### config.mk
export PLATFORM = sky130hd
export DESIGN_NAME = alu_cmd_sequencer
export DESIGN_NICKNAME = d
export VERILOG_FILES = /design/src/rtl/alu_cmd_sequencer.sv
export SDC_FILE = /design/constraint.sdc
export NUM_CORES = 1
export LEC_CHECK = 0
export BUFFER_PORTS_ARGS = -buffer_cell sky130_fd_sc_hd__buf_4
export CORE_ASPECT_RATIO = 1.1
export CORE_MARGIN = 8
export CORE_UTILIZATION = 49
export CTS_BUF_LIST = sky130_fd_sc_hd__clkbuf_8
export CTS_CLUSTER_DIAMETER = 120
export DETAILED_ROUTE_END_ITERATION = 6
export PLACE_DENSITY = 0.79
export SETUP_SLACK_MARGIN = 0.5
export SLEW_MARGIN = 20
export SYNTH_ARGS = -nofsm -noshare
export SYNTH_HDL_FRONTEND = slang
export SYNTH_SLANG_ARGS = --single-unit
### constraint.sdc
create_clock -name clk -period 3.5 [get_ports clk]
set_input_delay 0.175 -clock clk [delete_from_list [all_inputs] [get_ports clk]]
set_output_delay 0.175 -clock clk [all_outputs]
set_load 0.01 [all_outputs]
### src/rtl/alu_cmd_sequencer.sv
// Byte-to-ALU command sequencer: collects A, B, OP from uart_rx and launches one uart_tx per command.
// Optional inter-byte timeout is enabled with `define ALU_SEQ_TIMEOUT_EN.
module alu_cmd_sequencer #(
  parameter int NB_BITS       = 8,
  parameter int TIMEOUT_TICKS = 704,
  parameter int NB_TOUT       = 16,
  parameter int NB_DROP       = 8
) (
  input  logic               clk,
  input  logic               reset,
  input  logic [NB_BITS-1:0] i_rx_data,
  input  logic               i_rx_done,
  input  logic               i_tick,
  input  logic [NB_BITS-1:0] i_alu_res,
  input  logic               i_tx_done,
  output logic [NB_BITS-1:0] o_A,
  output logic [NB_BITS-1:0] o_B,
  output logic [NB_BITS-1:0] o_OP,
  output logic [NB_BITS-1:0] o_tx_data,
  output logic               o_tx_start,
  output logic               o_busy,
  output logic               o_timeout,
  output logic [NB_DROP-1:0] o_drop_cnt
);

  typedef enum logic [2:0] {
    IDLE    = 3'd0,
    GET_B   = 3'd1,
    GET_OP  = 3'd2,
    EXEC    = 3'd3,
    START   = 3'd4,
    WAIT_TX = 3'd5
  } state_t;

  state_t state_q, state_d;

  logic [NB_BITS-1:0] a_q, a_d;
  logic [NB_BITS-1:0] b_q, b_d;
  logic [NB_BITS-1:0] op_q, op_d;
  logic [NB_BITS-1:0] res_q, res_d;
  logic [NB_DROP-1:0] drop_q, drop_d;
  logic               start_q, start_d;
  logic               busy_q, busy_d;
  logic               tmo_q, tmo_d;
  logic               busy_st;
  logic               tmo_hit;

`ifdef ALU_SEQ_TIMEOUT_EN
  logic [NB_TOUT-1:0] cnt_q, cnt_d;
  logic               in_get;

  // Counter restarts on every byte, so it measures the gap since the last one.
  always_comb begin
    in_get  = (state_q == GET_B) || (state_q == GET_OP);
    tmo_hit = in_get && !i_rx_done &&
              (cnt_q >= NB_TOUT'(TIMEOUT_TICKS));
    cnt_d   = cnt_q;
    if (!in_get || i_rx_done || tmo_hit) begin
      cnt_d = '0;
    end else if (i_tick) begin
      cnt_d = cnt_q + 1'b1;
    end
  end

  always_ff @(posedge clk) begin
    if (reset) begin
      cnt_q <= '0;
    end else begin
      cnt_q <= cnt_d;
    end
  end
`else
  localparam int unused_tout_cfg = TIMEOUT_TICKS + NB_TOUT;
  logic unused_tick;
  assign unused_tick = i_tick;
  assign tmo_hit     = 1'b0;
`endif

  always_comb begin
    busy_st = (state_q == EXEC) || (state_q == START) ||
              (state_q == WAIT_TX);
  end

  always_comb begin
    state_d = state_q;
    a_d     = a_q;
    b_d     = b_q;
    op_d    = op_q;
    res_d   = res_q;
    drop_d  = drop_q;
    start_d = 1'b0;
    tmo_d   = 1'b0;

    // Bytes arriving while a command is in flight are discarded and counted.
    if (busy_st && i_rx_done && (drop_q != '1)) begin
      drop_d = drop_q + 1'b1;
    end

    unique case (state_q)
      IDLE: begin
        if (i_rx_done) begin
          a_d     = i_rx_data;
          state_d = GET_B;
        end
      end
      GET_B: begin
        if (i_rx_done) begin
          b_d     = i_rx_data;
          state_d = GET_OP;
        end else if (tmo_hit) begin
          tmo_d   = 1'b1;
          state_d = IDLE;
        end
      end
      GET_OP: begin
        if (i_rx_done) begin
          op_d    = i_rx_data;
          state_d = EXEC;
        end else if (tmo_hit) begin
          tmo_d   = 1'b1;
          state_d = IDLE;
        end
      end
      EXEC: begin
        res_d   = i_alu_res;
        start_d = 1'b1;
        state_d = START;
      end
      START: begin
        state_d = WAIT_TX;
      end
      WAIT_TX: begin
        if (i_tx_done) begin
          state_d = IDLE;
        end
      end
      default: begin
        state_d = IDLE;
      end
    endcase

    busy_d = (state_d == EXEC) || (state_d == START) ||
             (state_d == WAIT_TX);
  end

  always_ff @(posedge clk) begin
    if (reset) begin
      state_q <= IDLE;
      a_q     <= '0;
      b_q     <= '0;
      op_q    <= '0;
      res_q   <= '0;
      drop_q  <= '0;
      start_q <= 1'b0;
      busy_q  <= 1'b0;
      tmo_q   <= 1'b0;
    end else begin
      state_q <= state_d;
      a_q     <= a_d;
      b_q     <= b_d;
      op_q    <= op_d;
      res_q   <= res_d;
      drop_q  <= drop_d;
      start_q <= start_d;
      busy_q  <= busy_d;
      tmo_q   <= tmo_d;
    end
  end

  // A reset landing on the START cycle must not leak a start pulse.
  assign o_tx_start = start_q & ~reset;
  assign o_A        = a_q;
  assign o_B        = b_q;
  assign o_OP       = op_q;
  assign o_tx_data  = res_q;
  assign o_busy     = busy_q;
  assign o_timeout  = tmo_q;
  assign o_drop_cnt = drop_q;

endmodule

=== Word-level counts from Yosys, hierarchy flattened ===
Index checks and enable logic that the tools add are counted.

* Register bits: 45
* Bits of input ports: 21
* Output and inout port bits: 43
* Logic and storage cells: 36

* Add/sub/neg operators: 1
* Equality and inequality tests: 9
* Mux-type cells: 6
* Bitwise operators: 2
* Reductions and logical operators: 10

{| class="wikitable"
|+ Operators with widths
! kind !! count
|-
| $pmux W3 S6 || 1
|-
| $eq A3 B3 Y1 const B || 4
|-
| $mux W3 || 4
|-
| $eq A3 B2 Y1 const B || 3
|-
| $add A8 B1 Y8 const B || 1
|-
| $ne A8 B8 Y1 const B || 1
|-
| $reduce_and A2 Y1 || 3
|-
| $logic_or A1 B1 Y1 || 4
|-
| $eq A3 B1 Y1 const B || 1
|-
| $logic_not A3 Y1 || 1
|-
| $logic_and A1 B1 Y1 || 2
|-
| $and A1 B1 Y1 || 1
|-
| $mux W1 || 1
|-
| $not A1 Y1 || 1
|}

=== Logic depth before layout (Yosys ltp) ===
* Depth after elaboration: 5
* Depth in mapped cells: 5
* Depth with buffers taken out: 5

=== Least setup slack after synthesis ===
Ideal clock, no wire load.

* Path kind: reg2reg
* Start: register drop_q[0] (netlist: o_drop_cnt[0])
* End: register drop_q[6] (netlist: o_drop_cnt[6])
* Library setup time: 0.130 ns
* Arrival: 1.340 ns
* Data required time: 3.370 ns
* Slack: 2.031 ns
* Stages on the path, launching flop included: 6
* Buffers on the path: 0
* Period minus slack after synthesis: 1.469 ns
* Cells stage by stage: dfxtp_1 > ha_1 > nand2_1 > a211oi_1 > and4b_1 > nor3_1

* Cells in the longest elaborated chain, start to end: 2
* Elaborated cells between the ends (all ways): 3
* Those cells by class: 1 x add/sub; 1 x eq/ne; 1 x reduce/logical

{| class="wikitable"
|+ RTL lines
! element !! line !! RTL
|-
| start: declaration || 41 || <nowiki>logic [NB_DROP-1:0] drop_q, drop_d;</nowiki>
|-
| start signal: assignment || 163 || <nowiki>drop_q <= drop_d;</nowiki>
|-
| branches (longest 2 deep; another with $add A8 B1 Y8) || n/a ||
|}

Several ways; the timed one is not identified.
A chain may end at the register's enable or synchronous reset.

=== Final worst setup path ===
* Start: register state_q[1]
* End: register drop_q[6] (netlist: o_drop_cnt[6])

* Cells in the longest elaborated chain, start to end: 5
* Elaborated cells between the ends (all ways): 7
* Those cells by class: 3 x eq/ne; 4 x reduce/logical

{| class="wikitable"
|+ RTL lines
! element !! line !! RTL
|-
| start: declaration || 35 || <nowiki>state_t state_q, state_d;</nowiki>
|-
| start signal: assignment || 158 || <nowiki>state_q <= state_d;</nowiki>
|-
| $eq A3 B2 Y1 or $eq A3 B3 Y1 (tied branches) || 80 || <nowiki>busy_st = (state_q == EXEC) || (state_q == START) ||</nowiki>
|-
| $logic_or A1 B1 Y1 || 80 ||
|-
| $logic_or A1 B1 Y1 (*) || 80 ||
|-
| $logic_and A1 B1 Y1 (*) (2 in series) || 95 || <nowiki>if (busy_st && i_rx_done && (drop_q != '1)) begin</nowiki>
|}

Mark *: on every way between the ends. The rest lies on a longest branch, timed or not.

==> metrics.txt <==
# TYPE chip_impl_metric gauge
chip_impl_metric{name="core_area",unit="sq um"} 3600
chip_impl_info{name="holdCritPathClass",value="input pin to register"} 1
chip_impl_metric{name="syn_nets",unit=""} 221
chip_impl_metric{name="synth_edf_count",unit=""} 0
chip_impl_metric{name="crit_path_max_incr_delay",unit="ns"} 0.59
chip_impl_metric{name="grt.overflow.total",unit=""} 0
chip_impl_metric{name="average_size_of_a_mapped_cell",unit="sq um"} 9.16
chip_impl_metric{name="area_fraction_in_compound_gates_after_synthesis",unit="%"} 11.3
chip_impl_info{name="worst-setup-path-type",value="register to register"} 1
chip_impl_info{name="timing.critical_path.cells",value="nand3b_4 > a211oi_1 > and4b_1 > nor3_1"} 1
chip_impl_metric{name="min_delay_path_depth",unit=""} 3
chip_impl_metric{name="cellLeakagePower",unit="nW"} 1.09
chip_impl_metric{name="synth_cell_type_count",unit=""} 36
chip_impl_metric{name="power.sequential.fraction",unit="%"} 51.5
chip_impl_metric{name="detail_route.vias_per_cell",unit=""} 4.97
chip_impl_metric{name="nFillCells",unit=""} 331
chip_impl_metric{name="finalWirelength",unit="microns"} 4220
chip_impl_metric{name="maxCapViolCount",unit=""} 0
chip_impl_metric{name="clock_latency",unit="ns"} 0.29
chip_impl_metric{name="initial_core_util",unit="%"} 50.7
chip_impl_info{name="worstHoldEndpoint",value="o_tx_data[6]"} 1
chip_impl_metric{name="synthCells",unit=""} 199
chip_impl_info{name="worst_setup_path_end_kind",value="register"} 1
chip_impl_metric{name="report.final.slew_viol_count",unit=""} 0
chip_impl_metric{name="synth_adder_area_share",unit="%"} 0.686
chip_impl_metric{name="async_set_or_reset_flop_fraction_in_the_synthesized_netlist",unit="%"} 0
chip_impl_metric{name="vias_in_the_first_global_route",unit=""} 1443
chip_impl_info{name="cts_tree",value="done"} 1
chip_impl_metric{name="antenna_violating_nets_left",unit=""} 0
chip_impl_metric{name="pwr_density_cell",unit="nW/um^2"} 437
chip_impl_info{name="rsz0062_at_grt",value="false"} 1
chip_impl_metric{name="sequential_cell_area",unit="sq um"} 901
chip_impl_metric{name="p_switching",unit="mW"} 0.240
chip_impl_metric{name="synth.yosys.seq_area_share",unit="%"} 49.4
chip_impl_metric{name="drcViolationCount",unit=""} 0
chip_impl_metric{name="postCtsHoldBufs",unit=""} 0
chip_impl_metric{name="post-dp-hpwl",unit="microns"} 3000
chip_impl_metric{name="cts.sink_count",unit=""} 45
chip_impl_info{name="main_synth_ff_type",value="dfxtp_1"} 1
chip_impl_info{name="reg2reg_from",value="state_q[1]"} 1
chip_impl_info{name="crit_path_top_delay_cell",value="dfxtp_1"} 1
chip_impl_metric{name="clk_path_buf_depth",unit=""} 2
chip_impl_metric{name="setup_slack",unit="ns"} 1.64
chip_impl_metric{name="ctsResizeCount",unit=""} 0
chip_impl_info{name="status",value="complete, no violations"} 1
chip_impl_metric{name="fin_crit",unit="ns"} 1.86
chip_impl_info{name="worstHoldStart",value="i_alu_res[6]"} 1
chip_impl_metric{name="insertedDiodeCount",unit=""} 0
chip_impl_metric{name="detail_route.first_pass.iterations",unit=""} 4
chip_impl_metric{name="grt_start_max_net_pins",unit=""} 50
chip_impl_metric{name="pwr-share-comb",unit="%"} 10.3
chip_impl_metric{name="clock_power_share",unit="%"} 38.2
chip_impl_metric{name="multiInputGateArea",unit="sq um"} 862
chip_impl_metric{name="grt_use_total",unit="%"} 14.6
chip_impl_metric{name="pre_cts_ws",unit="ns"} 1.64
chip_impl_metric{name="initialDrtViolationCount",unit=""} 95
chip_impl_metric{name="r2r_setup_slk",unit="ns"} 1.64
chip_impl_metric{name="layout_cells_sized_above_1",unit="%"} 30.7
chip_impl_metric{name="skew",unit="ns"} 0.00617
chip_impl_metric{name="maximum_resistive_drop_on_vdd",unit="mV"} 0.311
chip_impl_metric{name="timing.final.crit_share",unit="%"} 53.1
chip_impl_metric{name="place_congestion",unit=""} 0.774
chip_impl_metric{name="num-nets-final",unit=""} 278
chip_impl_metric{name="final.hold.worst_slack",unit="ns"} 0.110
chip_impl_metric{name="final.setup.tns",unit="ns"} 0
chip_impl_metric{name="intPower",unit="mW"} 0.811
chip_impl_metric{name="synthXorXnorAreaFrac",unit="%"} 0
chip_impl_metric{name="first_pass_grt_wire_length",unit="microns"} 6720
chip_impl_metric{name="max_clock_freq",unit="GHz"} 0.538
chip_impl_metric{name="io_buffer_count",unit=""} 61
chip_impl_metric{name="num_rows",unit=""} 23
chip_impl_metric{name="worstMarginPinSlew",unit="ns"} 0.899
chip_impl_info{name="ys_top_cells_by_count",value="dfxtp_1 (45), nand2_1 (34), a21oi_1 (24), nor2_1 (23), mux2i_1 (17)"} 1
chip_impl_metric{name="ys_ff_latch",unit=""} 45
chip_impl_info{name="critical_path.startpoint_type",value="register"} 1
chip_impl_info{name="clock-root-buffer",value="clkbuf_8"} 1
chip_impl_metric{name="synth_simple_gate_area_share",unit="%"} 24.5
chip_impl_metric{name="max_slew_margin",unit="%"} 39.6
chip_impl_metric{name="die_h",unit="microns"} 80.0
chip_impl_metric{name="synth.yosys.warnings",unit=""} 0
chip_impl_metric{name="clkTransAtPathRegs",unit="ns"} 0.09
chip_impl_metric{name="dp_area",unit="sq um"} 2290
chip_impl_metric{name="antenna_violations_before_repair",unit=""} 0
chip_impl_metric{name="synth_area",unit="sq um"} 1820
chip_impl_metric{name="clock_buffers_created_by_tritoncts",unit=""} 5
chip_impl_metric{name="detail_route.wl_per_cell",unit="microns"} 13.7
chip_impl_metric{name="ctsHtreeMaxLevel",unit=""} 2
chip_impl_metric{name="route.vias.total",unit=""} 1525
chip_impl_info{name="synth_top_cell_by_area",value="dfxtp_1"} 1
chip_impl_metric{name="finalSetupViolations",unit=""} 0
chip_impl_metric{name="floorplan.io_pins",unit=""} 64
chip_impl_metric{name="die_x",unit="microns"} 74.2
chip_impl_metric{name="fp.dieArea",unit="sq um"} 5930
chip_impl_metric{name="cts.repair_timing.setup_buffer_count",unit=""} 0
chip_impl_info{name="post-synth-top-count-cell",value="dfxtp_1"} 1
chip_impl_info{name="main_combinational_cell_family_by_area_after_synthesis",value="simple AND/OR/NAND/NOR gates"} 1
chip_impl_metric{name="reg2reg_depth",unit=""} 4
chip_impl_metric{name="worst_ep_required_time",unit="ns"} 3.66
chip_impl_metric{name="top_area_cell_type_share_of_the_netlist_area",unit="%"} 49.4
chip_impl_metric{name="cp_data_arrival_time",unit="ns"} 2.02
chip_impl_info{name="worstReg2RegEnd",value="o_drop_cnt[6]"} 1
chip_impl_metric{name="post_synth_mux_area_share",unit="%"} 10.6
chip_impl_metric{name="power.switching_fraction",unit="%"} 22.8
chip_impl_metric{name="area_growth",unit="%"} 32.1
chip_impl_metric{name="hold_violations",unit=""} 0
chip_impl_metric{name="crit_path_max_fanout",unit=""} 13
chip_impl_metric{name="finished_layout_cell_area",unit="sq um"} 2410
chip_impl_info{name="synth.top_cells.by_area",value="dfxtp_1 (49%), mux2i_1 (9.3%), nand2_1 (7.0%)"} 1
-- cells by family (layout without fill, tap and decap cells) --
group           after synthesis  after routing
simple gates                 86             86
flops                        45             45
compound gates               34             34
mux                          19             19
buf+inv                      13             71
fa+ha+maj                     1              1
other cells                   1              1
-- cell usage in the layout, fill, tap and decap left out, types with 6 or more instances in the layout --
master    count
clkbuf_8      6
buf_4        61
dfxtp_1      45
mux2i_1      17
nor2_1       23
nand2_1      34
a21oi_1      24
-- metrics by stage --
stage | cells | power [mW] | util [%]
4_1_cts | 307 | 1.06 | 66.9
3_5_place_dp | 299 | 0.664 | 63.7
3_3_place_gp | 299 | 0.661 | 63.7
2_1_floorplan | 199 | 0.612 | -
5_1_grt | 307 | 1.10 | 66.9
6_report | 307 | 1.05 | 66.9
-- power by group through the flow --
| stage | combinational [mW] | sequential [mW] | clock, mW |
|---|---|---|---|
| 2_1_floorplan | 0.0572 | 0.555 | 0 |
| 6_report | 0.108 | 0.542 | 0.401 |
| 5_1_grt | 0.120 | 0.544 | 0.431 |
| 3_5_place_dp | 0.110 | 0.554 | 0 |
| 4_1_cts | 0.111 | 0.542 | 0.412 |
| 3_3_place_gp | 0.108 | 0.553 | 0 |
-- layout make-up --
class / count / area share (%)
Clock inverter: 2 / 1.40
Clock buffer: 6 / 3.43
Inverter: 2 / 0.312
Multi-Input combinational cell: 141 / 35.8
Sequential cell: 45 / 37.4
Timing Repair Buffer: 61 / 19.0
Tap cell: 50 / 2.60
-- flip-flops by register name, indices dropped and copies added (netlist names) --
| signal | cells |
|---|---|
| state_q | 3 |
| o_busy | 1 |
| o_drop_cnt | 8 |
| o_B | 8 |
| o_tx_data | 8 |
| o_A | 8 |
| o_OP | 8 |
| start_q | 1 |
-- routing by layer --
layer	routed length [microns]	up-vias	GRT usage [%]
met2	2100	35	23.3
met3	271	5	6.16
met5	0	-	0
met1	1790	700	16.7
met4	60	0	6.00
li1	-	785	-
-- worst max-delay path by stage --
| stage | startpoint | endpoint | slack [ns] |
|---|---|---|---|
| floorplan | o_drop_cnt[0] | o_drop_cnt[6] | 2.03 |
| global placement | state_q[1] | o_drop_cnt[5] | 1.69 |
| detailed placement | state_q[1] | o_drop_cnt[5] | 1.64 |
| CTS | state_q[1] | o_drop_cnt[5] | 1.64 |
| global route | state_q[1] | o_drop_cnt[6] | 1.50 |
| finish | state_q[1] | o_drop_cnt[6] | 1.64 |
-- worst max-delay path, delay by kind of cell, from the launching register on --
kind / cells / cell delay, ns
AO/OA/AOI/OAI: 1 / 0.54
flip-flops: 1 / 0.59
AND/OR/NAND/NOR: 3 / 0.59
No activity file was read; power rests on OpenSTA's default activity.
